## config.mk

```make
export PLATFORM = sky130hd
export DESIGN_NAME = meter_frame_ctrl_flat
export DESIGN_NICKNAME = d
export VERILOG_FILES = /design/src/rtl/meter_frame_if.sv /design/src/rtl/meter_frame_ctrl.sv /design/src/flat_wrapper.sv
export SDC_FILE = /design/constraint.sdc
export NUM_CORES = 1
export LEC_CHECK = 0
export ABC_CLOCK_PERIOD_IN_PS = 8300
export BUFFER_PORTS_ARGS = -buffer_cell sky130_fd_sc_hd__buf_2
export CAP_MARGIN = 20
export CORE_MARGIN = 4
export CORE_UTILIZATION = 45
export DETAILED_ROUTE_END_ITERATION = 12
export GPL_ROUTABILITY_DRIVEN = 1
export PLACE_DENSITY_LB_ADDON = 0.12
export SETUP_SLACK_MARGIN = 0.1
export SYNTH_ARGS = -nofsm -noshare
export SYNTH_HDL_FRONTEND = slang
export SYNTH_SLANG_ARGS = --single-unit
```

## constraint.sdc

```tcl
create_clock -name clk -period 8.3 [get_ports clk]
set_input_delay 0.415 -clock clk [delete_from_list [all_inputs] [get_ports clk]]
set_output_delay 0.415 -clock clk [all_outputs]
set_load 0.01 [all_outputs]
```

## src/rtl/meter_frame_if.sv

```systemverilog
// -----------------------------------------------------------------------------
// meter_frame_if
// Bundles the audio-sample / UI inputs and the frame-latched outputs of
// meter_frame_ctrl.
//   slave  : the controller side (samples, vsync, switches, pitch in;
//            bar/peak heights, latched UI state and frame_tick out)
//   master : the driving side (audio chain, VGA timing, UI) which also
//            consumes the frame outputs
// -----------------------------------------------------------------------------
interface meter_frame_if;
    logic               sample_valid;
    logic signed [15:0] sample_in;
    logic               vsync;
    logic [4:0]         sw_in;
    logic [11:0]        pitch_in;
    logic [15:0]        bar_height;
    logic [15:0]        peak_hold_height;
    logic [4:0]         sw_frame;
    logic [11:0]        pitch_frame;
    logic               frame_tick;

    modport slave (
        input  sample_valid, sample_in, vsync, sw_in, pitch_in,
        output bar_height, peak_hold_height, sw_frame, pitch_frame, frame_tick
    );

    modport master (
        output sample_valid, sample_in, vsync, sw_in, pitch_in,
        input  bar_height, peak_hold_height, sw_frame, pitch_frame, frame_tick
    );
endinterface

```

## src/rtl/meter_frame_ctrl.sv

```systemverilog
// -----------------------------------------------------------------------------
// meter_frame_ctrl
// Frame-synchronous level meter controller in front of the color mapper.
// Tracks the peak |sample| seen during each video frame, scales it to a bar
// height (instant attack, stepped timed decay) and latches the UI switch and
// pitch state once per frame so the display never changes mid-scan.
//
// Ports:
//   clk    : pixel clock
//   reset  : asynchronous, active-high reset
//   mf     : meter_frame_if.slave
//            sample_valid/sample_in : audio sample strobe and signed sample
//            vsync                  : active-low VGA vsync (clk-synchronous)
//            sw_in/pitch_in         : raw UI state
//            bar_height             : bar height in pixels, 0..BAR_MAX
//            peak_hold_height       : peak-hold marker height
//            sw_frame/pitch_frame   : UI state latched at the frame boundary
//            frame_tick             : one-cycle pulse when the outputs update
//
// Optional feature: define METER_PEAK_HOLD_EN to build the peak-hold marker.
// Without it peak_hold_height is tied to 0.
//
// Update timing: T0 = cycle where vsync falls (snapshot), T1 = SCALE,
// T2 = APPLY, new outputs and frame_tick visible in T3.
// -----------------------------------------------------------------------------
module meter_frame_ctrl #(
    parameter int PEAK_SHIFT   = 7,
    parameter int BAR_MAX      = 380,
    parameter int DECAY_FRAMES = 2,
    parameter int DECAY_STEP   = 4,
    parameter int HOLD_FRAMES  = 30
) (
    input  logic          clk,
    input  logic          reset,
    meter_frame_if.slave  mf
);

    localparam logic [1:0] ST_ACCUM = 2'd0;
    localparam logic [1:0] ST_SCALE = 2'd1;
    localparam logic [1:0] ST_APPLY = 2'd2;

    localparam logic [15:0] BAR_MAX_W    = 16'(BAR_MAX);
    localparam logic [15:0] DECAY_STEP_W = 16'(DECAY_STEP);
    localparam logic [3:0]  DECAY_LAST   = 4'(DECAY_FRAMES - 1);

    logic [1:0]  state_reg;
    logic        vsync_q_reg;
    logic [14:0] peak_acc_reg;
    logic [14:0] peak_snap_reg;
    logic [15:0] target_reg;
    logic [15:0] bar_reg;
    logic [3:0]  decay_cnt_reg;
    logic [4:0]  sw_frame_reg;
    logic [11:0] pitch_frame_reg;
    logic        frame_tick_reg;

    logic [15:0] neg_sample;
    logic [14:0] mag;
    logic [14:0] peak_max;
    logic        frame_edge;
    logic [15:0] scaled;
    logic [15:0] target_next;
    logic [15:0] bar_minus;
    logic [15:0] bar_decayed;
    logic [15:0] bar_next;
    logic [3:0]  decay_cnt_next;

    // |sample|; the only value whose negation overflows is -32768, which
    // saturates to the largest 15-bit magnitude.
    always_comb begin
        neg_sample = ~mf.sample_in + 16'd1;
        if (!mf.sample_in[15]) begin
            mag = mf.sample_in[14:0];
        end else if (neg_sample[15]) begin
            mag = 15'h7FFF;
        end else begin
            mag = neg_sample[14:0];
        end
        peak_max = (mf.sample_valid && (mag > peak_acc_reg)) ? mag : peak_acc_reg;
    end

    assign frame_edge = vsync_q_reg & ~mf.vsync;

    always_comb begin
        scaled      = {1'b0, peak_snap_reg} >> PEAK_SHIFT;
        target_next = (scaled > BAR_MAX_W) ? BAR_MAX_W : scaled;
    end

    // Decay never crosses below the new target nor below zero.
    always_comb begin
        bar_minus      = (bar_reg > DECAY_STEP_W) ? (bar_reg - DECAY_STEP_W) : 16'd0;
        bar_decayed    = (bar_minus > target_reg) ? bar_minus : target_reg;
        bar_next       = bar_reg;
        decay_cnt_next = decay_cnt_reg;
        if (target_reg >= bar_reg) begin
            bar_next       = target_reg;
            decay_cnt_next = 4'd0;
        end else if (decay_cnt_reg == DECAY_LAST) begin
            bar_next       = bar_decayed;
            decay_cnt_next = 4'd0;
        end else begin
            decay_cnt_next = decay_cnt_reg + 4'd1;
        end
    end

    always_ff @(posedge clk or posedge reset) begin
        if (reset) begin
            state_reg       <= ST_ACCUM;
            vsync_q_reg     <= 1'b1;
            peak_acc_reg    <= '0;
            peak_snap_reg   <= '0;
            target_reg      <= '0;
            bar_reg         <= '0;
            decay_cnt_reg   <= '0;
            sw_frame_reg    <= '0;
            pitch_frame_reg <= '0;
            frame_tick_reg  <= 1'b0;
        end else begin
            vsync_q_reg    <= mf.vsync;
            frame_tick_reg <= 1'b0;

            // A sample arriving on the edge cycle also seeds the new frame.
            if ((state_reg == ST_ACCUM) && frame_edge) begin
                peak_acc_reg <= mf.sample_valid ? mag : 15'd0;
            end else begin
                peak_acc_reg <= peak_max;
            end

            case (state_reg)
                ST_ACCUM: begin
                    if (frame_edge) begin
                        peak_snap_reg <= peak_max;
                        state_reg     <= ST_SCALE;
                    end
                end
                ST_SCALE: begin
                    target_reg <= target_next;
                    state_reg  <= ST_APPLY;
                end
                ST_APPLY: begin
                    bar_reg         <= bar_next;
                    decay_cnt_reg   <= decay_cnt_next;
                    sw_frame_reg    <= mf.sw_in;
                    pitch_frame_reg <= mf.pitch_in;
                    frame_tick_reg  <= 1'b1;
                    state_reg       <= ST_ACCUM;
                end
                default: begin
                    state_reg <= ST_ACCUM;
                end
            endcase
        end
    end

`ifdef METER_PEAK_HOLD_EN
    localparam logic [7:0] HOLD_LAST = 8'(HOLD_FRAMES - 1);

    logic [15:0] hold_reg;
    logic [7:0]  hold_cnt_reg;

    // Marker jumps up with the target, otherwise waits HOLD_FRAMES updates
    // and then drops to the bar value being written in the same cycle.
    always_ff @(posedge clk or posedge reset) begin
        if (reset) begin
            hold_reg     <= '0;
            hold_cnt_reg <= '0;
        end else if (state_reg == ST_APPLY) begin
            if (target_reg > hold_reg) begin
                hold_reg     <= target_reg;
                hold_cnt_reg <= 8'd0;
            end else if (hold_cnt_reg == HOLD_LAST) begin
                hold_reg     <= bar_next;
                hold_cnt_reg <= 8'd0;
            end else begin
                hold_cnt_reg <= hold_cnt_reg + 8'd1;
            end
        end
    end

    assign mf.peak_hold_height = hold_reg;
`else
    assign mf.peak_hold_height = 16'd0;
`endif

    assign mf.bar_height  = bar_reg;
    assign mf.sw_frame    = sw_frame_reg;
    assign mf.pitch_frame = pitch_frame_reg;
    assign mf.frame_tick  = frame_tick_reg;

endmodule

```

## src/flat_wrapper.sv

```systemverilog
// flat-port wrapper written by rule: the top's interface ports become plain ports
module meter_frame_ctrl_flat 
#(
    parameter int PEAK_SHIFT   = 7,
    parameter int BAR_MAX      = 380,
    parameter int DECAY_FRAMES = 2,
    parameter int DECAY_STEP   = 4,
    parameter int HOLD_FRAMES  = 30
)
  (clk, reset, mf_sample_valid, mf_sample_in, mf_vsync, mf_sw_in, mf_pitch_in, mf_bar_height, mf_peak_hold_height, mf_sw_frame, mf_pitch_frame, mf_frame_tick);
  meter_frame_if mf_i ();
  input  logic clk;
  input  logic reset;
  input wire logic [$bits(mf_i.sample_valid)-1:0] mf_sample_valid;
  input wire logic [$bits(mf_i.sample_in)-1:0] mf_sample_in;
  input wire logic [$bits(mf_i.vsync)-1:0] mf_vsync;
  input wire logic [$bits(mf_i.sw_in)-1:0] mf_sw_in;
  input wire logic [$bits(mf_i.pitch_in)-1:0] mf_pitch_in;
  output wire logic [$bits(mf_i.bar_height)-1:0] mf_bar_height;
  output wire logic [$bits(mf_i.peak_hold_height)-1:0] mf_peak_hold_height;
  output wire logic [$bits(mf_i.sw_frame)-1:0] mf_sw_frame;
  output wire logic [$bits(mf_i.pitch_frame)-1:0] mf_pitch_frame;
  output wire logic [$bits(mf_i.frame_tick)-1:0] mf_frame_tick;
  assign mf_i.sample_valid = mf_sample_valid;
  assign mf_i.sample_in = mf_sample_in;
  assign mf_i.vsync = mf_vsync;
  assign mf_i.sw_in = mf_sw_in;
  assign mf_i.pitch_in = mf_pitch_in;
  assign mf_bar_height = mf_i.bar_height;
  assign mf_peak_hold_height = mf_i.peak_hold_height;
  assign mf_sw_frame = mf_i.sw_frame;
  assign mf_pitch_frame = mf_i.pitch_frame;
  assign mf_frame_tick = mf_i.frame_tick;
  meter_frame_ctrl #(.PEAK_SHIFT(PEAK_SHIFT), .BAR_MAX(BAR_MAX), .DECAY_FRAMES(DECAY_FRAMES), .DECAY_STEP(DECAY_STEP), .HOLD_FRAMES(HOLD_FRAMES)) u_core (.clk(clk), .reset(reset), .mf(mf_i));
endmodule
```

=== Word-level counts from Yosys, hierarchy flattened ===
Cells that the tools add are included.

* Magnitude comparators: 5
* Equality and inequality tests: 4
* Add/subtract/negate cells: 3
* Bitwise operators: 3
* Muxes and demuxes: 15
* Reductions and logical operators: 6

{| class="wikitable"
|+ Operator list
! kind !! number
|-
| $mux 15 || 5
|-
| $mux 16 || 4
|-
| $add 16x1->16 const B || 1
|-
| $ge 16x16->1 || 1
|-
| $gt 16x16->1 || 1
|-
| $gt 16x3->1 const B || 1
|-
| $not 16->16 || 1
|-
| $sub 16x3->16 const B || 1
|-
| $gt 15x15->1 || 1
|-
| $gt 8x9->1 const B || 1
|-
| $mux 9 || 1
|-
| $mux 4 || 2
|-
| $add 4x1->4 const B || 1
|-
| $eq 4x1->1 const B || 1
|-
| $pmux 2 s2 || 1
|-
| $reduce_and 2->1 || 2
|-
| $eq 2x1->1 const B || 1
|-
| $eq 2x2->1 const B || 1
|-
| $logic_and 1x1->1 || 2
|-
| $logic_not 2->1 || 1
|-
| $mux 2 || 1
|-
| $ne 2x1->1 const B || 1
|-
| $reduce_bool 2->1 || 1
|-
| $and 1x1->1 || 1
|-
| 2 further kinds || 2
|}

* Input port bits: 37
* Register bits after elaboration: 87
* Output and inout bits: 50
* Logic and storage cells: 46

=== Longest topological paths before layout ===
Gate-level depths: netlist of run 1.

* Depth in word-level cells: 8
* Mapped depth: 17
* Gate-level depth less buffers: 15

=== Least setup slack after synthesis of run 1 ===
OpenSTA, ideal clock, no wires.

* Path kind: in2reg
* From: input mf_sample_in[0]
* To: register u_core.peak_acc_reg[0]
* Path slack: 4.582 ns
* Data required time: 8.179 ns
* Arrival time: 3.597 ns
* Buffers on the path: 1
* Library setup time: 0.121 ns
* Stages on the path: 16
* Path through: inv_1 > ha_1 > or3b_2 > or3_1 > o31ai_1 > xor2_1 > nand2_1 > ha_1 > a21o_1 > a21o_1 > a21oi_1 > o21a_1 > a21oi_1 > buf_1 > nor2_1 > a22o_1

* Word-level cells in the longest chain between the ends: 8
* Elaborated cells between the ends (all ways): 9
* Those cells by class: 1 x add/sub; 1 x order compare; 5 x mux; 1 x bitwise; 1 x reduce/logical

{| class="wikitable"
|+ RTL lines
! what !! RTL line !! text
|-
| start, declared || flat_wrapper.sv:15 || <nowiki>input wire logic [$bits(mf_i.sample_in)-1:0] mf_sample_in;</nowiki>
|-
| $not 16->16 || meter_frame_ctrl.sv:71 || <nowiki>neg_sample = ~mf.sample_in + 16'd1;</nowiki>
|-
| $add 16x1->16 || meter_frame_ctrl.sv:71 ||
|-
| $mux 15 || meter_frame_ctrl.sv:74 || <nowiki>end else if (neg_sample[15]) begin</nowiki>
|-
| $mux 15 (*) || meter_frame_ctrl.sv:72 || <nowiki>if (!mf.sample_in[15]) begin</nowiki>
|-
| $gt 15x15->1 || meter_frame_ctrl.sv:79 || <nowiki>peak_max = (mf.sample_valid && (mag > peak_acc_reg)) ? mag : peak_acc_reg;</nowiki>
|-
| $logic_and 1x1->1 || meter_frame_ctrl.sv:79 ||
|-
| $mux 15 || meter_frame_ctrl.sv:79 ||
|-
| $mux 15 (*) || meter_frame_ctrl.sv:123 || <nowiki>if ((state_reg == ST_ACCUM) && frame_edge) begin</nowiki>
|-
| end signal, assigned || meter_frame_ctrl.sv:124 || <nowiki>peak_acc_reg <= mf.sample_valid ? mag : 15'd0;</nowiki>
|-
| end signal, assigned || meter_frame_ctrl.sv:126 || <nowiki>peak_acc_reg <= peak_max;</nowiki>
|-
| end, declared || meter_frame_ctrl.sv:48 || <nowiki>logic [14:0] peak_acc_reg;</nowiki>
|}

Every way passes the cells marked *; elsewhere a longest branch is shown, timed or not.
A chain may end at the register's enable or synchronous reset.

=== Worst setup path in the final report of run 1 ===
* From: register u_core.bar_reg[5] (netlist: u_core.mf.bar_height[5])
* To: register u_core.bar_reg[1] (netlist: u_core.mf.bar_height[1])

* Word-level cells in the longest chain between the ends: 6
* Elaborated cells between the ends (all ways): 10
* Those cells by class: 1 x add/sub; 3 x order compare; 4 x mux; 2 x reduce/logical

{| class="wikitable"
|+ RTL lines
! what !! RTL line !! text
|-
| start, declared || meter_frame_ctrl.sv:51 || <nowiki>logic [15:0] bar_reg;</nowiki>
|-
| start signal, assigned || meter_frame_ctrl.sv:141 || <nowiki>bar_reg <= bar_next;</nowiki>
|-
| $sub 16x3->16 / $gt 16x3->1 (equally long branches) || meter_frame_ctrl.sv:91 || <nowiki>bar_minus = (bar_reg > DECAY_STEP_W) ? (bar_reg - DECAY_STEP_W) : 16'd0;</nowiki>
|-
| $mux 16 || meter_frame_ctrl.sv:91 ||
|-
| $gt 16x16->1 || meter_frame_ctrl.sv:92 || <nowiki>bar_decayed = (bar_minus > target_reg) ? bar_minus : target_reg;</nowiki>
|-
| $mux 16 || meter_frame_ctrl.sv:92 ||
|-
| $mux 16 || meter_frame_ctrl.sv:98 || <nowiki>end else if (decay_cnt_reg == DECAY_LAST) begin</nowiki>
|-
| $mux 16 || meter_frame_ctrl.sv:95 || <nowiki>if (target_reg >= bar_reg) begin</nowiki>
|}

Parallel ways exist; a longest one is shown, timed or not. The select of a mux whose other input is x is not followed.

==> summary by stage, run 1 <==
GRT
The via count of the first global-routing pass is 3629. Across every metal layer, demand over resource in global routing totals 0.1758. The first-pass GRT wire length is 16.91 mm.

The largest net degree at the start of global routing is 73. The number of antenna violations at the first check in global routing is 0. The sum of overflow across all layers after global routing is 0.

Synthesis
The most area-hungry cell type in the Yosys netlist is sky130_fd_sc_hd__dfrtp_1. The most used flip-flop cell after synthesis is sky130_fd_sc_hd__dfrtp_1. The share of the Yosys chip area taken by registers is 0.3856.

Ranked by total cell area, the synthesized netlist is headed by sky130_fd_sc_hd__dfrtp_1 38%, sky130_fd_sc_hd__ha_1 9.6%, sky130_fd_sc_hd__nand2_1 6.9%. The fraction of registers with async set or reset after synthesis is 1.000. The mapped netlist covers 0.004676 mm2.

The number of instances in the synthesized netlist is 528. The top cell type's share of synthesized area is 0.3800. The number of synthesized flops with an enable pin is 0. The number of different library cells in the post-synthesis netlist is 60. The flop and latch count out of synthesis is 72. Dividing the synthesized area by the synthesized cell count gives 8.856 um2. The Yosys step of the flow raised 0 warnings.

Clock network
The clock-pin transition on the worst setup and hold timing paths is 0.07 ns. The number of buffers inserted for hold repair after clock tree synthesis is 0. The longest clock path from root to sink contains 2 buffers. The number of buffers added by the clock tree synthesis step is 9. The number of setup buffers added after CTS is 0. The clock reaches the later pin of the worst-skew pair after 0.35 ns. In this run the clock root is driven by a sky130_fd_sc_hd__clkbuf_8. CTS built an H-tree with a depth of 3. Counting every sink on the clock net gives 72. TritonCTS built the clock tree. Gates resized during post-CTS repair numbered 0.

Floorplan
The die is 109.9 um wide. The floorplan step defined a die boundary enclosing 0.01209 mm2. The count of boundary I/O pins is 87. The starting utilization of the core area is 0.4697. The die height is 109.9 um. The standard cell core area is 0.009955 mm2.

The site row count is 36.

Timing
The worst path in the final design needs a cycle of 3.702 ns, including I/O delays and setup. Setup repair after global routing left no endpoint under its margin. The final-report max-slew violation count came to 0. Between clock sinks in the finished design, the worst skew comes to 0.01102 ns. The count of endpoints failing hold in the final timing report is 0.

Setup violations remaining at the end of the flow were counted as 0. In the finished design, the share of the clock period the worst path needs comes to 0.4460. The top achievable clock speed is 0.2701 GHz. The headroom to the max-slew limit is 0.3883. The transition time at the pin with the least slew margin is 0.9176 ns. The post-route setup TNS is 0 ns.

Layout
With fillers left out, the area of the finished cells amounts to 0.005253 mm2. The commonest non-fill, non-tap cell in the layout is sky130_fd_sc_hd__nand2_1. The final net count is 664. The fill cell instance count of the final layout is 966. The number of antenna diodes in the final layout is 0. The count of cells in the finished layout, fillers not included, comes to 729. Across the whole layout, storage elements account for 0.001803 mm2. In the layout the commonest cells are 86 x sky130_fd_sc_hd__nand2_1, 71 x sky130_fd_sc_hd__dfrtp_1, 70 x sky130_fd_sc_hd__buf_2.

The register with the most flip-flops in the layout has 16 of them. The share of cells above drive strength 1 is 0.1930. Summing all multi-input logic gate instances after layout gives 0.002554 mm2. Compared with the post-synthesis result, the final layout area differs by 12.34%.

Job
The max-capacitance violation count is 0.

Pwr
Summed over all nets, the switching power comes to 0.8205 mW. The clock group share of total power is 0.143. The share of total power dissipated in combinational logic is 0.528. The switching share of power is 0.4379.

The share of total power in sequential cells is 0.329. After layout, the design draws a total of 1.874 mW. Power spread over the standard cell area amounts to 356.7 mW/mm2. Across the VDD grid, the largest voltage drop is 0.2014 mV. The static leakage is 2.623 nW. Internal power comes to 1.053 mW.

Status
The run finished with clean final reports.

Drt
The detailed-routing iteration count for the pre-antenna-repair pass is 4. In the routed layout, each cell is associated on average with a via count of 5.243. The count of antenna-violating nets left after detailed routing is 0.

The number of DRC markers in iteration 0 is 193. After detailed routing, the total wire length is 9.960 mm. In the final routed layout, each cell accounts on average for 13.66 um. The residual DRC count is 0. The detailed-route via count is 3822.

Placement
The number of input and output port buffers inserted is 70. After detailed placement, the total cell area comes to 0.005061 mm2. The weighted congestion reported at the end of routability-driven placement is 0.8105. The HPWL after detailed placement is 7.501 mm. After detailed placement, the design holds a cell count of 712.

Setup path
The maximum fanout count along the critical path is 20. The type of destination of the critical path is a register. The class of the most critical setup path is reg -> reg. STA puts the critical path data required time at 8.54 ns. Data on the critical path arrives at its endpoint at 3.94 ns. The type of origin of the critical path is a register.

Hold path
In this run the worst hold path is classified as in -> reg.
## cell families after synthesis
group	count (synthesis)	share of synthesized area
AOI/OAI and AO/OA	114	0.1624
xor gates and xnor gates	15	0.02810
adders and majority gates	36	0.09633
buffers and inverters	81	0.08027
DFF	72	0.3856
muxes	20	0.04522
other	1	0.0008020
and+or+nand+nor	189	0.2012
## per-layer routing
metal / GRT usage / vias up / part of all wire
met5: 0 / - / 0
met2: 0.2998 / 70 / 0.49
met3: 0.03171 / 12 / 0.038
met1: 0.2209 / 1811 / 0.45
li1: - / 1929 / -
met4: 0.06589 / 0 / 0.017
## power groups by stage
stage / Combinational (mW) / Clock [mW] / Sequential (mW)
floorplan: 0.755 / 0 / 0.618
global placement: 0.973 / 0 / 0.616
global route: 1.13 / 0.292 / 0.641
CTS: 0.998 / 0.278 / 0.617
finish: 0.990 / 0.268 / 0.616
detailed placement: 0.995 / 0 / 0.621
## worst max-delay path: stages, from the launching register on
cell,delay (ns)
sky130_fd_sc_hd__dfrtp_1,0.47
sky130_fd_sc_hd__nor4_2,0.54
sky130_fd_sc_hd__nand2_1,0.21
sky130_fd_sc_hd__nor3_1,0.22
sky130_fd_sc_hd__buf_4,0.27
sky130_fd_sc_hd__nor2_1,0.07
sky130_fd_sc_hd__ha_1,0.28
sky130_fd_sc_hd__nor2b_1,0.13
sky130_fd_sc_hd__o21a_1,0.11
sky130_fd_sc_hd__o21ai_0,0.07
sky130_fd_sc_hd__a211o_1,0.33
sky130_fd_sc_hd__o211a_1,0.27
sky130_fd_sc_hd__or2_2,0.35
sky130_fd_sc_hd__a32o_1,0.26
## metrics by stage
stage	hold slack, ns	util	setup slack (ns)
finish	0.1750	0.5277	4.598
global route	0.1552	0.5277	4.342
CTS	0.1545	0.5269	4.123
detailed placement	0.4577	0.5084	3.728
global placement	0.4518	0.5084	3.790
floorplan	0.4195	-	4.582
## Yosys cell counts, drive strengths merged (10+ instances only)
master,instances
mux2i,11
nand3,19
buf,25
nor2,22
clkbuf,12
dfrtp,71
o21ai,42
ha,36
nand2,86
inv,43
a21oi,12
nor3,10
a21o,10
## path summary, 6_finish.rpt
path	start	to	slack (ns)	depth (start not counted)
worst max-delay path	u_core.mf.bar_height[5]	u_core.mf.bar_height[1]	4.60	13
max in group asynchronous	reset	u_core.peak_snap_reg[10]	7.37	3
min in group asynchronous	reset	u_core.mf.pitch_frame[1]	0.34	3
worst min-delay path	mf_vsync	u_core.vsync_q_reg	0.17	1
worst min register to register	u_core.mf.pitch_frame[1]	u_core.mf.pitch_frame[1]	0.47	2
worst max register to register	u_core.mf.bar_height[5]	u_core.mf.bar_height[1]	4.60	13
## final cells by class
| type | instances | area share |
|---|---|---|
| clock inverters | 4 | 0.009290 |
| repair buffers | 74 | 0.07242 |
| flip-flops and latches | 72 | 0.3433 |
| multi-input cells | 390 | 0.4862 |
| clock buffers | 12 | 0.02573 |
| inverters | 44 | 0.03144 |
| well taps | 133 | 0.03168 |
Power figures use the tool's default switching activity.
==> run 2: changes to the inputs <==
Settings changed: ABC_CLOCK_PERIOD_IN_PS 8300 to 3800.
Clock period 8.3 ns to 3.8 ns, I/O delays scaled along.
==> run 2 against run 1 <==
Flip-flop and latch count did not move. Wire length grew 2.1%. Combinational power rose by 130%. Design area up 4.8%. Critical path depth unchanged. Sequential share of layout area shrank 1.6 points. Fmax is 7.7% higher. Worst hold slack worse by 0.16 ns.
==> summary by stage, run 2 (synthesized netlist as in run 1, its figures left out) <==
Status
The run finished with clean final reports.

Clock network
The clock tree from TritonCTS is done. The maximum level of the CTS H-tree came to 3 (unchanged). The number of clock sinks is 72 (unchanged).

The clock root buffer master is sky130_fd_sc_hd__clkbuf_8. The number of buffers added by the clock tree synthesis step is 9 (unchanged). The number of setup buffers added after CTS is 0 (unchanged). The clock insertion delay at the later pin of the skew report is 0.37 ns (+0.02 ns).

The clock-pin transition on the worst setup and hold timing paths was 0.08 ns (about the same). The deepest clock path buffer count was 2 (unchanged).

Timing
The number of setup violations in the final report is 0 (unchanged). The top achievable clock speed is 0.2909 GHz (+7.7%). The time the final worst path needs with I/O delays and setup is 3.438 ns (-0.2645 ns). The post-route setup TNS is 0 ns (unchanged). The transition time at the pin with the least slew margin came to 0.8789 ns (-0.03869 ns). The final-layout worst hold slack is 0.01913 ns (-0.1558 ns). Setup repair after global routing left no endpoint under its margin.

The final-report max-slew violation count came to 0 (unchanged). The ratio of final minimum period to clock period is 0.9046 (+0.4586). The final worst clock skew is 0.009668 ns (-0.001357 ns). The worst setup margin is 0.3624 ns (-4.236 ns).

The headroom to the max-slew limit is 0.4141 (+0.02580). The count of endpoints failing hold in the final timing report came to 0 (unchanged).

Floorplan
The count of boundary I/O pins is 87 (unchanged). The area of the die came to 0.01209 mm2 (unchanged). The site row count is 36 (unchanged). The floorplan die width came to 109.9 um (unchanged). The starting utilization of the core area is 0.4697 (unchanged). The die height is 109.9 um (unchanged). The standard cell core area was 0.009955 mm2 (unchanged).

Pwr
The power share of the combinational group came to 0.526 (-0.002). The internal power consumption is 2.436 mW (+130%). The static leakage was 2.735 nW (+4.3%). The maximum vdd ir drop is 0.3352 mV (+66%). The power per cell area came to 781.0 mW/mm2 (+120%). The switching share of power is 0.4333 (-0.004645). The net switching power is 1.862 mW (+130%). The share of total power in sequential cells is 0.314 (-0.015). The total power came to 4.297 mW (+130%). The clock group share of total power is 0.160 (+0.017).

Layout
The number of flip-flops in the largest register came to 16 (unchanged). The commonest non-fill, non-tap cell in the layout is sky130_fd_sc_hd__nand2_1. The share of cells above drive strength 1 was 0.2045 (+0.01159).

The area of all placed cells without fillers is 0.005503 mm2 (+4.8%). The final net count is 684 (+3.0%). The synthesis-to-finish area growth is 17.69%. The end-of-flow core utilization is 0.5528 (+0.02514).

The final cell count without fillers came to 749 (+2.7%). The top cell types in the final layout, fill and taps aside, are 86 x sky130_fd_sc_hd__nand2_1, 71 x sky130_fd_sc_hd__dfrtp_1, 70 x sky130_fd_sc_hd__buf_2. The number of antenna cells inserted is 0 (unchanged).

Setup path
The peak per-stage delay on the critical path is 0.59 ns (+0.05 ns). The cell at the slowest stage of the critical path is sky130_fd_sc_hd__or4_1. The required time of the worst setup path was 4.05 ns (-4.49 ns).

The cell depth of the worst flop-to-flop path is 13 (unchanged). The number of gates on the worst path with buffers counted came to 13 (unchanged). The worst setup path is of the reg -> reg kind. The buffers plus inverters on the worst setup path was 1 (unchanged). Grouping stages by cell kind, the critical path spends the most delay in simple AND/OR/NAND/NOR gates. The maximum fanout count along the critical path is 10 (-50%). The endpoint identified for the worst register-to-register timing path is u_core.mf.bar_height[0]. The type of destination of the critical path is a register. The register-to-register setup slack is 0.36 ns (-4.24 ns). The data arrival at the endpoint of the critical path came to 3.69 ns (-0.25 ns). The type of origin of the critical path is a register. The last element of the critical path is u_core.mf.bar_height[0]. The startpoint of the most critical register-to-register path is u_core.mf.bar_height[12]. The beginning of the critical path is u_core.mf.bar_height[12]. Traced cell by cell, the critical path runs through or4_1, nand2b_1, nor3_2, buf_4, nor2_1, ha_1, nor2b_1, o21a_1, o21ai_0, a211o_1, o211a_1, or2_2, a32o_1.

GRT
The first-pass GRT wire length was 17.20 mm (+1.8%). The via count of the first global-routing pass was 3834 (+5.6%). The overall routing resource usage came to 0.1812 (+0.005379).

The number of antenna violations at the first check in global routing is 0 (unchanged). The sum of overflow across all layers after global routing was 0 (unchanged). The largest net degree at the start of global routing is 50 (-32%).

Placement
The setup slack at placement came to 0.1753 ns (-3.553 ns). The post-placement cell area is 0.005106 mm2 (+0.89%). The number of input and output port buffers inserted came to 70 (unchanged).

The weighted congestion reported at the end of routability-driven placement is 0.8197 (+1.1%). The HPWL after detailed placement is 7.556 mm (+0.73%). The post-placement cell count came to 718 (+0.84%).

Drt
The number of vias per cell after detailed routing was 5.196 (-0.89%). The detailed-route via count was 3892 (+1.8%). The final routed wire length divided by cell count was 13.58 um (-0.59%). The total length of routed wires is 10.17 mm (+2.1%). The number of DRC markers in iteration 0 is 233 (+21%). The detailed-routing iteration count for the pre-antenna-repair pass is 4 (unchanged). The count of antenna-violating nets left after detailed routing is 0 (unchanged). The residual DRC count is 0 (unchanged).

Job
The max-capacitance violation count was 0 (unchanged).

Hold path
The path class of the tightest hold or removal check is in -> reg.
[run 2: cell count changes in the layout (fill, tap and decap cells not counted), moves of 2 or more]
cell / before / now
sky130_fd_sc_hd__nor3_1: 10 / 8
sky130_fd_sc_hd__dlygate4sd3_1: 0 / 14
sky130_fd_sc_hd__nor3_2: 0 / 2
sky130_fd_sc_hd__clkbuf_1: 3 / 0
sky130_fd_sc_hd__buf_4: 4 / 9
[run 2: layer usage]
metal  track usage  part of all wire  vias up
met4       0.09172             0.028        0
met2        0.3111              0.50       65
met1        0.2157              0.44     1833
met3       0.03347             0.037       18
met5             0                 0        -
li1              -                 -     1976
[run 2: worst register-to-register path: cells and delay by family (launching register included)]
family / cells / cell delay (ns)
buffers and inverters: 1 / 0.22
adders and majority gates: 1 / 0.28
and+or+nand+nor: 6 / 1.47
AOI/OAI and AO/OA: 5 / 0.92
DFF: 1 / 0.44
[run 2: cell type report]
class / count / area (um2)
inverters: 44 / 165.2
clock inverters: 7 / 102.6
clock buffers: 9 / 123.9
flip-flops and latches: 72 / 1803
fillers: 959 / 4452
repair buffers: 94 / 569.3
multi-input cells: 390 / 2572
well taps: 133 / 166.4
[run 2: power groups by stage]
stage | clock, mW | combinational [mW] | sequential, mW
CTS | 0.708 | 2.27 | 1.34
global route | 0.739 | 2.59 | 1.41
global placement | 0 | 2.20 | 1.34
finish | 0.687 | 2.26 | 1.35
detailed placement | 0 | 2.25 | 1.35
floorplan | 0 | 1.65 | 1.35
[run 2: what timing repair did]
item / in CTS / in global routing
hold buffers: 14 / 0
endpoints found under the setup margin: 0 / 8
hold endpoints to repair: 35 / 0
resized for setup: 0 / 3
[run 2: worst min-delay path by stage]
stage,end,cells after the start,slack [ns],start
finish,u_core.mf.pitch_frame[4],3,0.02,mf_pitch_in[4]
global route,u_core.mf.sw_frame[4],3,0.02,mf_sw_in[4]
CTS,u_core.mf.pitch_frame[8],3,0.0004,mf_pitch_in[8]
detailed placement,u_core.mf.pitch_frame[4],2,0.24,reset
global placement,u_core.mf.sw_frame[2],2,0.23,reset
floorplan,u_core.vsync_q_reg,0,0.19,mf_vsync
==> run 3: changes to the inputs <==
Settings changed: CELL_PAD_IN_SITES_DETAIL_PLACEMENT set to 0, CELL_PAD_IN_SITES_GLOBAL_PLACEMENT set to 1, CORE_UTILIZATION 45 to 42.
==> run 3 against run 2 <==
Clock power decreased by 16%. Design area decreased by 1.8%. Critical path type unchanged. Sequential share of layout area increased by 0.61 points. Critical path depth unchanged. Worst hold slack improved by 0.0022 ns. Wire length increased by 4.5%.
==> summary by stage, run 3 (synthesized netlist as in run 1, its figures left out) <==
Status
The run finished with clean final reports.

Drt
The number of DRC markers in iteration 0 is 159 (-32%). The detailed-routing iteration count for the pre-antenna-repair pass is 4 (unchanged). The total length of routed wires came to 10.63 mm (+4.5%). The count of antenna-violating nets left after detailed routing is 0 (unchanged).

The residual DRC count is 0 (unchanged). The detailed-route via count came to 3870 (-0.57%). The number of vias per cell after detailed routing was 5.146 (-0.96%). The final routed wire length divided by cell count came to 14.13 um (+4.0%).

Pwr
The maximum vdd ir drop is 0.3436 mV (+2.5%). The share of total power in sequential cells came to 0.324 (+0.010). The clock group share of total power is 0.137 (-0.023). The internal power consumption is 2.316 mW (-4.9%). The switching share of power is 0.4494 (+0.01614). The total power was 4.207 mW (-2.1%). The net switching power came to 1.891 mW (+1.5%). The power share of the combinational group is 0.540 (+0.014). The power per cell area is 778.6 mW/mm2 (-0.30%). The static leakage is 2.692 nW (-1.6%).

Timing
The count of endpoints failing hold in the final timing report is 0 (unchanged). The number of setup violations in the final report is 0 (unchanged). The headroom to the max-slew limit is 0.4578 (+0.04376). The final worst clock skew was 0.01591 ns (+0.006242 ns). The worst setup margin was 0.3928 ns (+0.03040 ns). The transition time at the pin with the least slew margin is 0.8120 ns (-0.06682 ns). The top achievable clock speed is 0.2935 GHz (+0.89%). The time the final worst path needs with I/O delays and setup came to 3.407 ns (-0.03040 ns). Setup repair after global routing left no endpoint under its margin. The final-report max-slew violation count was 0 (unchanged). The ratio of final minimum period to clock period is 0.8966 (-0.008000). The final-layout worst hold slack is 0.02134 ns (+0.002210 ns). The post-route setup TNS is 0 ns (unchanged).

Clock network
The number of buffers added by the clock tree synthesis step is 9 (unchanged). The number of setup buffers added after CTS was 0 (unchanged). The clock root buffer master is sky130_fd_sc_hd__clkbuf_8. TritonCTS built the clock tree. The number of clock sinks was 72 (unchanged). The clock-pin transition on the worst setup and hold timing paths is 0.08 ns (about the same).

The clock insertion delay at the later pin of the skew report was 0.36 ns (about the same). The maximum level of the CTS H-tree is 3 (unchanged). The deepest clock path buffer count is 2 (unchanged).

Setup path
The data arrival at the endpoint of the critical path is 3.66 ns (-0.03 ns). For this design, the slowest cell found on the critical path is sky130_fd_sc_hd__or4_1. The type of destination of the critical path is a register. The peak per-stage delay on the critical path is 0.60 ns (about the same).

Traced cell by cell, the critical path runs through or4_1, nand2b_1, nor3_2, buf_4, nor2_1, ha_1, nor2b_1, o21a_1, o21ai_0, a211o_1, o211a_1, or2_2, a32o_1. The required time of the worst setup path is 4.05 ns (about the same). The maximum fanout count along the critical path is 15 (+5).

The worst setup path is launched from a register. The class of the most critical setup path is reg -> reg. The register-to-register setup slack was 0.39 ns (+0.03 ns).

Layout
The final cell count without fillers is 752 (+0.40%). The synthesis-to-finish area growth is 15.55%. The fill cell instance count of the final layout is 1066 (+11%). The top cell types in the final layout, fill and taps aside, are 86 x sky130_fd_sc_hd__nand2_1, 71 x sky130_fd_sc_hd__dfrtp_1, 70 x sky130_fd_sc_hd__buf_2. The final net count came to 680 (-0.58%). The end-of-flow core utilization is 0.4962 (-0.05658). The number of antenna cells inserted is 0 (unchanged).

The share of cells above drive strength 1 is 0.2108 (+0.006239). The area used by sequential logic in the layout came to 0.001803 mm2 (unchanged). The area of all placed cells without fillers came to 0.005403 mm2 (-1.8%). The area used by multi-input combinational logic is 0.002559 mm2 (-0.54%). The number of flip-flops in the largest register is 16 (unchanged). The commonest non-fill, non-tap cell in the layout is sky130_fd_sc_hd__nand2_1.

Placement
The post-placement cell count is 730 (+1.7%). The number of input and output port buffers inserted came to 70 (unchanged). The setup slack at placement is 0.2383 ns (+0.06304 ns). The weighted congestion reported at the end of routability-driven placement came to 0.8118 (-0.96%). The post-placement cell area is 0.005157 mm2 (+1.0%). The HPWL after detailed placement came to 8.058 mm (+6.6%).

GRT
The number of antenna violations at the first check in global routing is 0 (unchanged). The via count of the first global-routing pass was 3808 (-0.68%). The overall routing resource usage is 0.1767 (-0.004477).

The sum of overflow across all layers after global routing is 0 (unchanged). The largest net degree at the start of global routing is 40 (-20%). The first-pass GRT wire length is 18.44 mm (+7.2%).

Floorplan
The count of boundary I/O pins is 87 (unchanged). The starting utilization of the core area came to 0.4294 (-0.04027). The floorplan die width is 113.5 um (+3.3%).

The area of the die is 0.01288 mm2 (+6.6%). The die height came to 113.5 um (+3.3%). The standard cell core area was 0.01089 mm2 (+9.4%). The site row count is 38 (+5.6%).

Job
The max-capacitance violation count was 0 (unchanged).

Hold path
The path category of the worst min-delay check is in -> reg.
-- run 3: cell count changes in the layout (fill, tap and decap cells not counted), sizes merged --
cell           delta
dlygate4sd3       -8
buf               +5
bufinv            -2
clkinvlp          +2
clkdlybuf4s15     -1
clkinv            -1
inv               +1
-- run 3: final cells by class --
class / instances / area share
Multi-Input combinational cell: 390 / 0.4736
Timing Repair Buffer: 90 / 0.09541
Inverter: 44 / 0.03057
Tap cell: 140 / 0.03242
Sequential cell: 72 / 0.3337
Clock inverter: 7 / 0.01135
Clock buffer: 9 / 0.02293
-- run 3: layer usage --
| metal | global-route usage | routed length (um) | vias up |
|---|---|---|---|
| li1 | - | - | 1967 |
| met1 | 0.2303 | 4958 | 1818 |
| met2 | 0.2894 | 5083 | 66 |
| met3 | 0.03395 | 390 | 19 |
| met4 | 0.07131 | 195 | 0 |
| met5 | 0 | 0 | - |
-- run 3: final timing paths --
check                                         start                  endpoint  depth (start not counted)
hold / removal                       mf_pitch_in[5]  u_core.mf.pitch_frame[5]                          3
min in group asynchronous                     reset     u_core.mf.sw_frame[0]                          3
setup / recovery           u_core.mf.bar_height[14]   u_core.mf.bar_height[0]                         13
setup reg to reg           u_core.mf.bar_height[14]   u_core.mf.bar_height[0]                         13
max in group asynchronous                     reset   u_core.mf.bar_height[1]                          4
hold reg to reg               u_core.mf.sw_frame[4]     u_core.mf.sw_frame[4]                          2
-- run 3: critical path: cells and delay by family, from the launching register on --
kind                       cells  cell delay [ns]
buffers and inverters          1             0.24
AOI/OAI and AO/OA              5             0.92
adders and majority gates      1             0.29
DFF                            1             0.43
and+or+nand+nor                6             1.43
-- run 3: what timing repair did --
item,in CTS,in global routing
gates resized for setup,0,0
endpoints found under the hold margin,34,0
hold buffers,6,0
-- run 3: power by group through the flow --
| stage | sequential (mW) | combinational [mW] | clock, mW |
|---|---|---|---|
| CTS | 1.36 | 2.29 | 0.606 |
| floorplan | 1.35 | 1.65 | 0 |
| finish | 1.36 | 2.27 | 0.575 |
| detailed placement | 1.38 | 2.28 | 0 |
| global placement | 1.37 | 2.26 | 0 |
| global route | 1.42 | 2.59 | 0.636 |
